**config.mk**
```make
export PLATFORM = sky130hd
export DESIGN_NAME = egr_rrq_arb
export DESIGN_NICKNAME = d
export VERILOG_FILES = /design/src/rtl/egr_rrq_pkg.sv /design/src/rtl/egr_rr_pick.sv /design/src/rtl/egr_rrq_arb.sv
export SDC_FILE = /design/constraint.sdc
export NUM_CORES = 1
export LEC_CHECK = 0
export ABC_AREA = 1
export CAP_MARGIN = 20
export CORE_UTILIZATION = 41
export CTS_CLUSTER_DIAMETER = 100
export DETAILED_ROUTE_END_ITERATION = 7
export HOLD_SLACK_MARGIN = 0.15
export PLACE_DENSITY = 0.8
export RECOVER_POWER = 50
export SYNTH_ARGS = -nofsm -noshare
export SYNTH_HDL_FRONTEND = slang
export SYNTH_SLANG_ARGS = --single-unit
```
**constraint.sdc**
```tcl
create_clock -name clk -period 4.04 [get_ports clk]
set_input_delay 1.212 -clock clk [delete_from_list [all_inputs] [get_ports clk]]
set_output_delay 1.212 -clock clk [all_outputs]
set_load 0.01 [all_outputs]
```
**src/rtl/egr_rrq_pkg.sv**
```systemverilog
// Shared types for the egress read-request path: client ids, payload
// fields and the mesh read-request record.
package egr_rrq_pkg;

   localparam int RRQ_N_CLIENTS = 3;
   localparam int RRQ_ADDR_W    = 20;
   localparam int RRQ_TAG_W     = 8;
   localparam int RRQ_MAX_OUTST = 16;
   localparam int RRQ_CID_W     = $clog2(RRQ_N_CLIENTS);

   localparam int CID_CPB = 0;
   localparam int CID_TMU = 1;
   localparam int CID_PRC = 2;

   typedef logic [RRQ_ADDR_W-1:0] rrq_addr_t;
   typedef logic [RRQ_TAG_W-1:0]  rrq_tag_t;
   typedef logic [RRQ_CID_W-1:0]  rrq_cid_t;

   typedef struct packed {
      rrq_addr_t addr;
      rrq_tag_t  tag;
      rrq_cid_t  cid;
   } rrq_req_t;

endpackage

```
**src/rtl/egr_rr_pick.sv**
```systemverilog
// Generic N-way round-robin picker: one-hot grant of the first eligible
// index at or above ptr, wrapping. Purely combinational.
module egr_rr_pick #(
   parameter int N     = 3,
   parameter int PTR_W = (N > 1) ? $clog2(N) : 1
) (
   input  logic [N-1:0]     eligible,
   input  logic [PTR_W-1:0] ptr,
   output logic [N-1:0]     grant
);

   logic found;

   // Outer loop walks priority order from ptr; inner loop keeps all
   // bit selects constant after unrolling.
   always_comb begin
      grant = '0;
      found = 1'b0;
      for (int k = 0; k < N; k++) begin
         for (int i = 0; i < N; i++) begin
            if (!found && eligible[i] && (i == ((int'(ptr) + k) % N))) begin
               grant[i] = 1'b1;
               found    = 1'b1;
            end
         end
      end
   end

endmodule

```
**src/rtl/egr_rrq_arb.sv**
```systemverilog
// Egress read-request arbiter: round-robin merge of client read requests into
// one registered mesh request, with per-client outstanding limits. Optional perf counters: EGR_RRQ_ARB_PERF_EN.
module egr_rrq_arb
   import egr_rrq_pkg::*;
#(
   parameter int N_CLIENTS = RRQ_N_CLIENTS,
   parameter int ADDR_W    = RRQ_ADDR_W,
   parameter int TAG_W     = RRQ_TAG_W,
   parameter int MAX_OUTST = RRQ_MAX_OUTST,
   parameter int CNT_W     = $clog2(MAX_OUTST + 1),
   parameter int CID_W     = $clog2(N_CLIENTS)
) (
   input  logic                        clk,
   input  logic                        rst,
   input  logic [N_CLIENTS-1:0]        req_valid,
   output logic [N_CLIENTS-1:0]        req_ready,
   input  logic [N_CLIENTS*ADDR_W-1:0] req_addr,
   input  logic [N_CLIENTS*TAG_W-1:0]  req_tag,
   output logic                        mrq_valid,
   input  logic                        mrq_ready,
   output logic [ADDR_W-1:0]           mrq_addr,
   output logic [TAG_W-1:0]            mrq_tag,
   output logic [CID_W-1:0]            mrq_cid,
   input  logic                        rsp_done_valid,
   input  logic [CID_W-1:0]            rsp_done_cid,
   output logic [N_CLIENTS*CNT_W-1:0]  outst_cnt,
   output logic                        err_underflow
`ifdef EGR_RRQ_ARB_PERF_EN
   ,
   output logic [N_CLIENTS*32-1:0]     grant_cnt,
   output logic [31:0]                 stall_cnt
`endif
);

   typedef struct packed {
      logic [ADDR_W-1:0] addr;
      logic [TAG_W-1:0]  tag;
      logic [CID_W-1:0]  cid;
   } slot_t;

   logic                 slot_free;
   logic [N_CLIENTS-1:0] eligible;
   logic [N_CLIENTS-1:0] grant;
   logic [N_CLIENTS-1:0] underflow;
   logic [CID_W-1:0]     ptr;
   logic [CID_W-1:0]     gidx;
   logic                 cid_bad;
   slot_t                slot;
   slot_t                pick;

   assign slot_free = !mrq_valid || mrq_ready;
   assign cid_bad   = rsp_done_valid && (32'(rsp_done_cid) >= N_CLIENTS);

   egr_rr_pick #(.N(N_CLIENTS), .PTR_W(CID_W)) u_pick (
      .eligible (eligible),
      .ptr      (ptr),
      .grant    (grant)
   );

   assign req_ready = grant;

   always_comb begin
      gidx = '0;
      pick = '0;
      for (int i = 0; i < N_CLIENTS; i++) begin
         if (grant[i]) begin
            gidx      = CID_W'(i);
            pick.addr = req_addr[i*ADDR_W +: ADDR_W];
            pick.tag  = req_tag[i*TAG_W +: TAG_W];
            pick.cid  = CID_W'(i);
         end
      end
   end

   always_ff @(posedge clk) begin
      if (rst) begin
         mrq_valid <= 1'b0;
         slot      <= '0;
         ptr       <= '0;
      end else if (slot_free) begin
         mrq_valid <= |grant;
         if (|grant) begin
            slot <= pick;
            ptr  <= (gidx == CID_W'(N_CLIENTS - 1)) ? '0 : gidx + 1'b1;
         end
      end
   end

   assign mrq_addr = slot.addr;
   assign mrq_tag  = slot.tag;
   assign mrq_cid  = slot.cid;

   // A grant and a release on the same client cancel; a release at zero
   // saturates and is flagged.
   for (genvar i = 0; i < N_CLIENTS; i++) begin : g_cnt
      logic [CNT_W-1:0] cnt;
      logic             inc;
      logic             dec;

      assign inc          = grant[i];
      assign dec          = rsp_done_valid && (rsp_done_cid == CID_W'(i));
      assign underflow[i] = dec && (cnt == '0);
      assign eligible[i]  = slot_free && req_valid[i] && (cnt < CNT_W'(MAX_OUTST));
      assign outst_cnt[i*CNT_W +: CNT_W] = cnt;

      always_ff @(posedge clk) begin
         if (rst) begin
            cnt <= '0;
         end else if (inc && !dec) begin
            cnt <= cnt + 1'b1;
         end else if (dec && !inc && (cnt != '0)) begin
            cnt <= cnt - 1'b1;
         end
      end
   end

   always_ff @(posedge clk) begin
      if (rst) begin
         err_underflow <= 1'b0;
      end else if ((|underflow) || cid_bad) begin
         err_underflow <= 1'b1;
      end
   end

`ifdef EGR_RRQ_ARB_PERF_EN
   for (genvar i = 0; i < N_CLIENTS; i++) begin : g_perf
      always_ff @(posedge clk) begin
         if (rst) begin
            grant_cnt[i*32 +: 32] <= '0;
         end else if (grant[i]) begin
            grant_cnt[i*32 +: 32] <= grant_cnt[i*32 +: 32] + 32'd1;
         end
      end
   end

   always_ff @(posedge clk) begin
      if (rst) begin
         stall_cnt <= '0;
      end else if (mrq_valid && !mrq_ready) begin
         stall_cnt <= stall_cnt + 32'd1;
      end
   end
`endif

endmodule

```
; ---- After elaboration in Yosys (flattened, before gate mapping)
; Index checks and enable logic that the tools add are counted.
[word_totals]
register_bits = 49
inputBits = 93
out_inout_bits = 50
word_cells = 134
[op_classes]
addsub = 9
div = 3
order_cmp = 4
n_eq_ne = 9
mux = 28
reduce_logical = 72
[op_table]
columns = operator, count
row1 = == test 2 x 32 -> 1 bit (first input constant), 3
row2 = == test 3 x 32 -> 1 bit (first input constant), 3
row3 = logical NOT 32 bit, 3
row4 = 2-to-1 mux 30 bit, 3
row5 = remainder unit 32 x 3 -> 32 bit (second input constant), 2
row6 = logical AND 1 bit, 39
row7 = remainder unit 3 x 3 -> 32 bit (second input constant), 1
row8 = 2-to-1 mux 5 bit, 6
row9 = 2-to-1 mux 1 bit, 17
row10 = adder 5 x 1 -> 5 bit (second input constant), 3
row11 = logical NOT 1 bit, 15
row12 = logical NOT 5 bit, 3
row13 = < comparator 5 bit (second input constant), 3
row14 = nonzero test 5 bit, 3
row15 = subtractor 5 x 1 -> 5 bit (second input constant), 3
row16 = nonzero test 2 bit, 3
row17 = OR reduction 3 bit, 2
row18 = == test 2 bit (second input constant), 2
row19 = 2-to-1 mux 2 bit, 2
row20 = adder 2 x 1 -> 3 bit (second input constant), 1
row21 = adder 2 x 2 -> 3 bit (second input constant), 1
row22 = adder 2 x 1 -> 2 bit (second input constant), 1
row23 = == test 2 x 1 -> 1 bit (second input constant), 1
row24 = greater-or-equal comparator 2 bit (second input constant), 1
row25 = 3 further kinds, 4

; ---- Longest topological paths before layout
[depth]
ltp_word = 43
depth_mapped = 19
mapped_depth_nobuf = 19

; ---- Hierarchy
; Synthesis repeated with hierarchy kept, for this count alone.
[unflattened]
hier_cells = 452
hier_area_um2 = 2916.5
[by_module_without_submodules]
columns = mod, n_inst, cells_per_inst, area_per_inst_um2, seq_area_each_um2
row1 = egr_rrq_arb, 1, 415, 2730.1, 960.9
row2 = egr_rr_pick, 1, 37, 186.4, 0.0

; ---- Least setup slack after synthesis
; No wires, ideal clock.
[synth_timing]
path_kind = input to output
from = input mrq_ready
to = output req_ready[2]
t_arrival_ns = 2.413
required_ns = 2.828
path_slack_ns = 0.415
cell_stages = 11
n_path_buf = 2
cell_sequence = inv_2 > nand2_2 > nand3_1 > inv_2 > a21oi_2 > nand3_2 > nor2_4 > nand3_2 > nand2_4 > buf_4 > buf_4
[synth_via]
elab_chain_len = 37
word_cells_on_any_way = 43
cone_classes = 11 x mux / 32 x reduce/logical
[synth_rtl]
columns = element, line
row1 = from (decl), egr_rrq_arb.sv:20  ; input logic mrq_ready,
row2 = logical OR 1 bit (*), egr_rrq_arb.sv:51  ; assign slot_free = !mrq_valid || mrq_ready;
row3 = logical AND 1 bit (2 in series), egr_rrq_arb.sv:103  ; assign eligible[i] = slot_free && req_valid[i] && (cnt < CNT_W'(MAX_OUTST));
row4 = logical AND 1 bit, egr_rr_pick.sv:21  ; if (!found && eligible[i] && (i == ((int'(ptr) + k) % N))) begin
row5 = 2-to-1 mux 1 bit, egr_rr_pick.sv:21
row6 = logical NOT 1 bit, egr_rr_pick.sv:21
row7 = logical AND 1 bit (2 in series), egr_rr_pick.sv:21
row8 = 2-to-1 mux 1 bit, egr_rr_pick.sv:21
row9 = logical NOT 1 bit, egr_rr_pick.sv:21
row10 = (+16 left out), -
row11 = logical AND 1 bit (2 in series), egr_rr_pick.sv:21
row12 = 2-to-1 mux 1 bit, egr_rr_pick.sv:21
row13 = logical NOT 1 bit, egr_rr_pick.sv:21
row14 = logical AND 1 bit (2 in series), egr_rr_pick.sv:21
row15 = 2-to-1 mux 1 bit, egr_rr_pick.sv:21
row16 = logical NOT 1 bit, egr_rr_pick.sv:21
row17 = logical AND 1 bit (2 in series), egr_rr_pick.sv:21
row18 = 2-to-1 mux 1 bit (*), egr_rr_pick.sv:21
row19 = to (decl), egr_rrq_arb.sv:16  ; output logic [N_CLIENTS-1:0] req_ready,
; Every way passes the cells marked *; elsewhere a longest branch is shown, timed or not.

; ---- Worst setup path after layout
[layout_timing]
from = input req_valid[1]
to = output req_ready[2]
[layout_via]
elab_chain_len = 33
word_cells_on_any_way = 35
cone_classes = 10 x mux / 25 x reduce/logical
[layout_rtl]
columns = element, line
row1 = from (decl), egr_rrq_arb.sv:15  ; input logic [N_CLIENTS-1:0] req_valid,
row2 = logical AND 1 bit (*) (2 in series), egr_rrq_arb.sv:103
row3 = logical AND 1 bit (2 in series), egr_rr_pick.sv:21
row4 = 2-to-1 mux 1 bit, egr_rr_pick.sv:21
row5 = logical NOT 1 bit, egr_rr_pick.sv:21
row6 = logical AND 1 bit (2 in series), egr_rr_pick.sv:21
row7 = 2-to-1 mux 1 bit, egr_rr_pick.sv:21
row8 = logical NOT 1 bit, egr_rr_pick.sv:21
row9 = logical AND 1 bit (2 in series), egr_rr_pick.sv:21
row10 = (+10 left out), -
row11 = logical AND 1 bit (2 in series), egr_rr_pick.sv:21
row12 = 2-to-1 mux 1 bit, egr_rr_pick.sv:21
row13 = logical NOT 1 bit, egr_rr_pick.sv:21
row14 = logical AND 1 bit (2 in series), egr_rr_pick.sv:21
row15 = 2-to-1 mux 1 bit, egr_rr_pick.sv:21
row16 = logical NOT 1 bit, egr_rr_pick.sv:21
row17 = logical AND 1 bit (2 in series), egr_rr_pick.sv:21
row18 = 2-to-1 mux 1 bit (*), egr_rr_pick.sv:21
; Marks and branches as above.

==> metrics.yaml <==
timing.critical_path.required_ps: 2830
synth_commonest_cells: "sky130_fd_sc_hd__nand2_1 (115), sky130_fd_sc_hd__a21oi_1 (49), sky130_fd_sc_hd__dfxtp_1 (48), sky130_fd_sc_hd__nand3_1 (45), sky130_fd_sc_hd__nor2_1 (43)"
report.final.hold_viol_count: 0
synth_largest_area_cell: "sky130_fd_sc_hd__dfxtp_1"
vias: 3336
ys_seq_area_share_pct: 33.22
setup_ws_ps: 72.66
cts_root_buffer: "sky130_fd_sc_hd__clkbuf_8"
grt-ovfl-total: 0
cts.reportedPaths.clkPinSlew_ps: 90
hold_class: "flop to flop"
syn_area_per_cell_um2: 6.759
dieArea_um2: 7395
floorplan.rows: 30
grt_antenna_before_repair: 0
power_per_cell_area_nw_per_um2: 664.6
coreArea_um2: 6794
endpoint_kind: "output pin"
i_o_pin_count: 143
area_growth_pct: 63.02
fin_nets: 690
cts_tree: "done"
worstRegToRegCells: 20
worstSetupStartpointType: "input pin"
grt_start_max_net_pins: 36
worst-slew-pin-transition_ps: 494.7
clock_insertion_delay_worst_skew_ps: 310
drt-wirelength-per-cell_um: 13.25
grt_pass1_vias: 3158
setup_viol: 0
mappedNetlistNets: 536
ys_dominant_reg_cell: "sky130_fd_sc_hd__dfxtp_1"
die_width_um: 86.00
synth_edf_count: 0
static-leakage-power_uw: 0.002205
most_instantiated_library_cell_after_synthesis: "sky130_fd_sc_hd__nand2_1"
detailedRoute.firstIterationViolations: 141
routed_wl_mm: 8.994
drt_pass1_iterations: 5
detailedPlace.worstSlack_ps: -334.6
die_h_um: 86.00
htree_num_levels: 2
rsz_0062_raised_after_global_routing: "true"
drc: 0
antenna_cells: 0
outcome: "complete, no violations"
final_util_pct: 69.41
fmax_mhz: 252.1
postSynth.asyncResetShare_pct: 0
clock_skew_ps: 6.326
cts_max_path_buffers: 2
place_congestion: 0.8974
numPortBuffers: 142
worst_rel_slew_slack_pct: 66.99
irDropWorstVdd_v: 0.0002652
path_class: "input pin to output pin"
numCtsBuffers: 5
critPathArrivalTime_ps: 2760
synthesis.yosys.warnings: 0
first_pass_grt_wire_length_mm: 14.69
synth_top_cells_by_area: "sky130_fd_sc_hd__dfxtp_1 (33%), sky130_fd_sc_hd__nand2_1 (15%), sky130_fd_sc_hd__a21oi_1 (8.5%), sky130_fd_sc_hd__nand3_1 (7.8%), sky130_fd_sc_hd__nor2_1 (5.6%)"
hpwlAfterDp_mm: 6.707
finalWorstPathRequiredPeriod_ps: 3967
clock_sinks: 48
n_fill_cell: 558
avgViaCountPerCell: 4.913
syn-cell-area_um2: 2893
yosys_register_bits: 48
worst-path-max-fanout: 3
yosys.area.top_type_share_pct: 33.22
floorplan.initialDensity_pct: 42.58
drtAntennaViolNets: 0
whs_path_depth: 2
cap_viol_max_count: 0
count_of_cell_types_in_the_netlist: 32
gate_count_after_technology_mapping: 428
grt_usage_pct: 24.73
layout_worst_path_cycle_share_pct: 98.20
share_of_layout_cells_above_drive_strength_1_pct: 11.32
timing_max_transition_violations_final: 0
## power breakdown
group	switching, uW	leakage, uW	total, uW	internal [uW]
clock network	176	0.0000583	362	187
registers	110	0.000397	739	629
logic	1120	0.00175	2030	918
## per-stage QoR
step           setup TNS, ps  total power, uW  hold slack (ps)  std cells  area [um^2]
3_3_place_gp           -1147             2677            463.4        669         4486
4_1_cts                    0             3133            497.0        678         4636
2_1_floorplan              0             1969            456.0        428         2893
3_5_place_dp           -1906             2748            472.8        669         4486
5_1_grt               -2.225             3422            524.5        679         4716
6_report                   0             3134            485.5        679         4716
## cell type report
type                            instances  area (um^2)  share of cell area, %
Multi-Input combinational cell        321         1740                  36.91
Clock inverter                          3        47.55                  1.008
Sequential cell                        48        960.9                  20.38
Clock buffer                            5        68.82                  1.459
Inverter                               40        150.1                  3.184
Timing Repair Buffer                  166         1628                  34.52
Tap cell                               96        120.1                  2.547
## routing by layer
layer / GRT usage (%) / part of all wire, % / vias up
li1: - / - / 1690
met1: 30.64 / 42 / 1503
met2: 42.93 / 49 / 125
met3: 4.716 / 6.5 / 18
met4: 8.182 / 2.3 / 0
met5: 0 / 0 / -
## logic make-up (layout without fill, tap and decap cells)
family | count (synthesis) | count (layout) | share of synthesized area, %
adder cells (fa/ha/maj) | 15 | 15 | 7.266
flip-flops | 48 | 48 | 33.22
AO/OA/AOI/OAI | 67 | 67 | 12.33
XOR/XNOR | 6 | 6 | 1.817
AND/OR/NAND/NOR | 233 | 233 | 36.25
buffers and inverters | 59 | 214 | 9.127
## worst paths after layout
kind | from | end | slack (ps)
setup / recovery | req_valid[1] | req_ready[2] | 70
hold / removal | mrq_addr[6] | mrq_addr[6] | 490
setup reg to reg | mrq_cid[0] | g_cnt[2].cnt[4] | 830
hold reg to reg | mrq_addr[6] | mrq_addr[6] | 490
## state kept, by name (all words and copies together), names as in the netlist
signal         count
ptr                1
mrq_addr          20
g_cnt.cnt         15
mrq_valid          1
mrq_tag            8
mrq_cid            2
err_underflow      1
## placed cells by master (no fill, tap or decap), types with 5 or more instances in the layout
master | netlist | final
sky130_fd_sc_hd__xor2_1 | 5 | 5
sky130_fd_sc_hd__inv_2 | 5 | 5
sky130_fd_sc_hd__dfxtp_1 | 48 | 48
sky130_fd_sc_hd__clkdlybuf4s50_1 | 0 | 91
sky130_fd_sc_hd__clkbuf_8 | 0 | 5
sky130_fd_sc_hd__nand2_1 | 115 | 114
sky130_fd_sc_hd__nand3_1 | 45 | 43
sky130_fd_sc_hd__inv_1 | 35 | 35
sky130_fd_sc_hd__o21ai_1 | 5 | 7
sky130_fd_sc_hd__nor3_1 | 6 | 5
sky130_fd_sc_hd__buf_4 | 10 | 20
sky130_fd_sc_hd__ha_1 | 12 | 12
sky130_fd_sc_hd__nand2_2 | 7 | 6
sky130_fd_sc_hd__nand2_4 | 3 | 5
sky130_fd_sc_hd__nor2_1 | 43 | 41
sky130_fd_sc_hd__dlygate4sd3_1 | 0 | 47
sky130_fd_sc_hd__a21oi_1 | 49 | 49
## worst max-delay path: stages
cell,delay [ps]
sky130_fd_sc_hd__clkdlybuf4s50_1,460
sky130_fd_sc_hd__inv_1,40
sky130_fd_sc_hd__nor2_2,150
sky130_fd_sc_hd__nand3_4,110
sky130_fd_sc_hd__nand4_1,140
sky130_fd_sc_hd__nand3_2,120
sky130_fd_sc_hd__nor2_4,140
sky130_fd_sc_hd__buf_6,120
sky130_fd_sc_hd__nand3_4,60
sky130_fd_sc_hd__nand2_4,90
sky130_fd_sc_hd__buf_6,110
## repair_timing
action,in CTS,in global routing
cloned,0,0
gates resized for setup,13,22
buffers inserted,1,1
pin swaps,1,7
endpoints found under the setup margin,4,6
hold buffers,0,0
No activity file was read; power rests on OpenSTA's default activity.
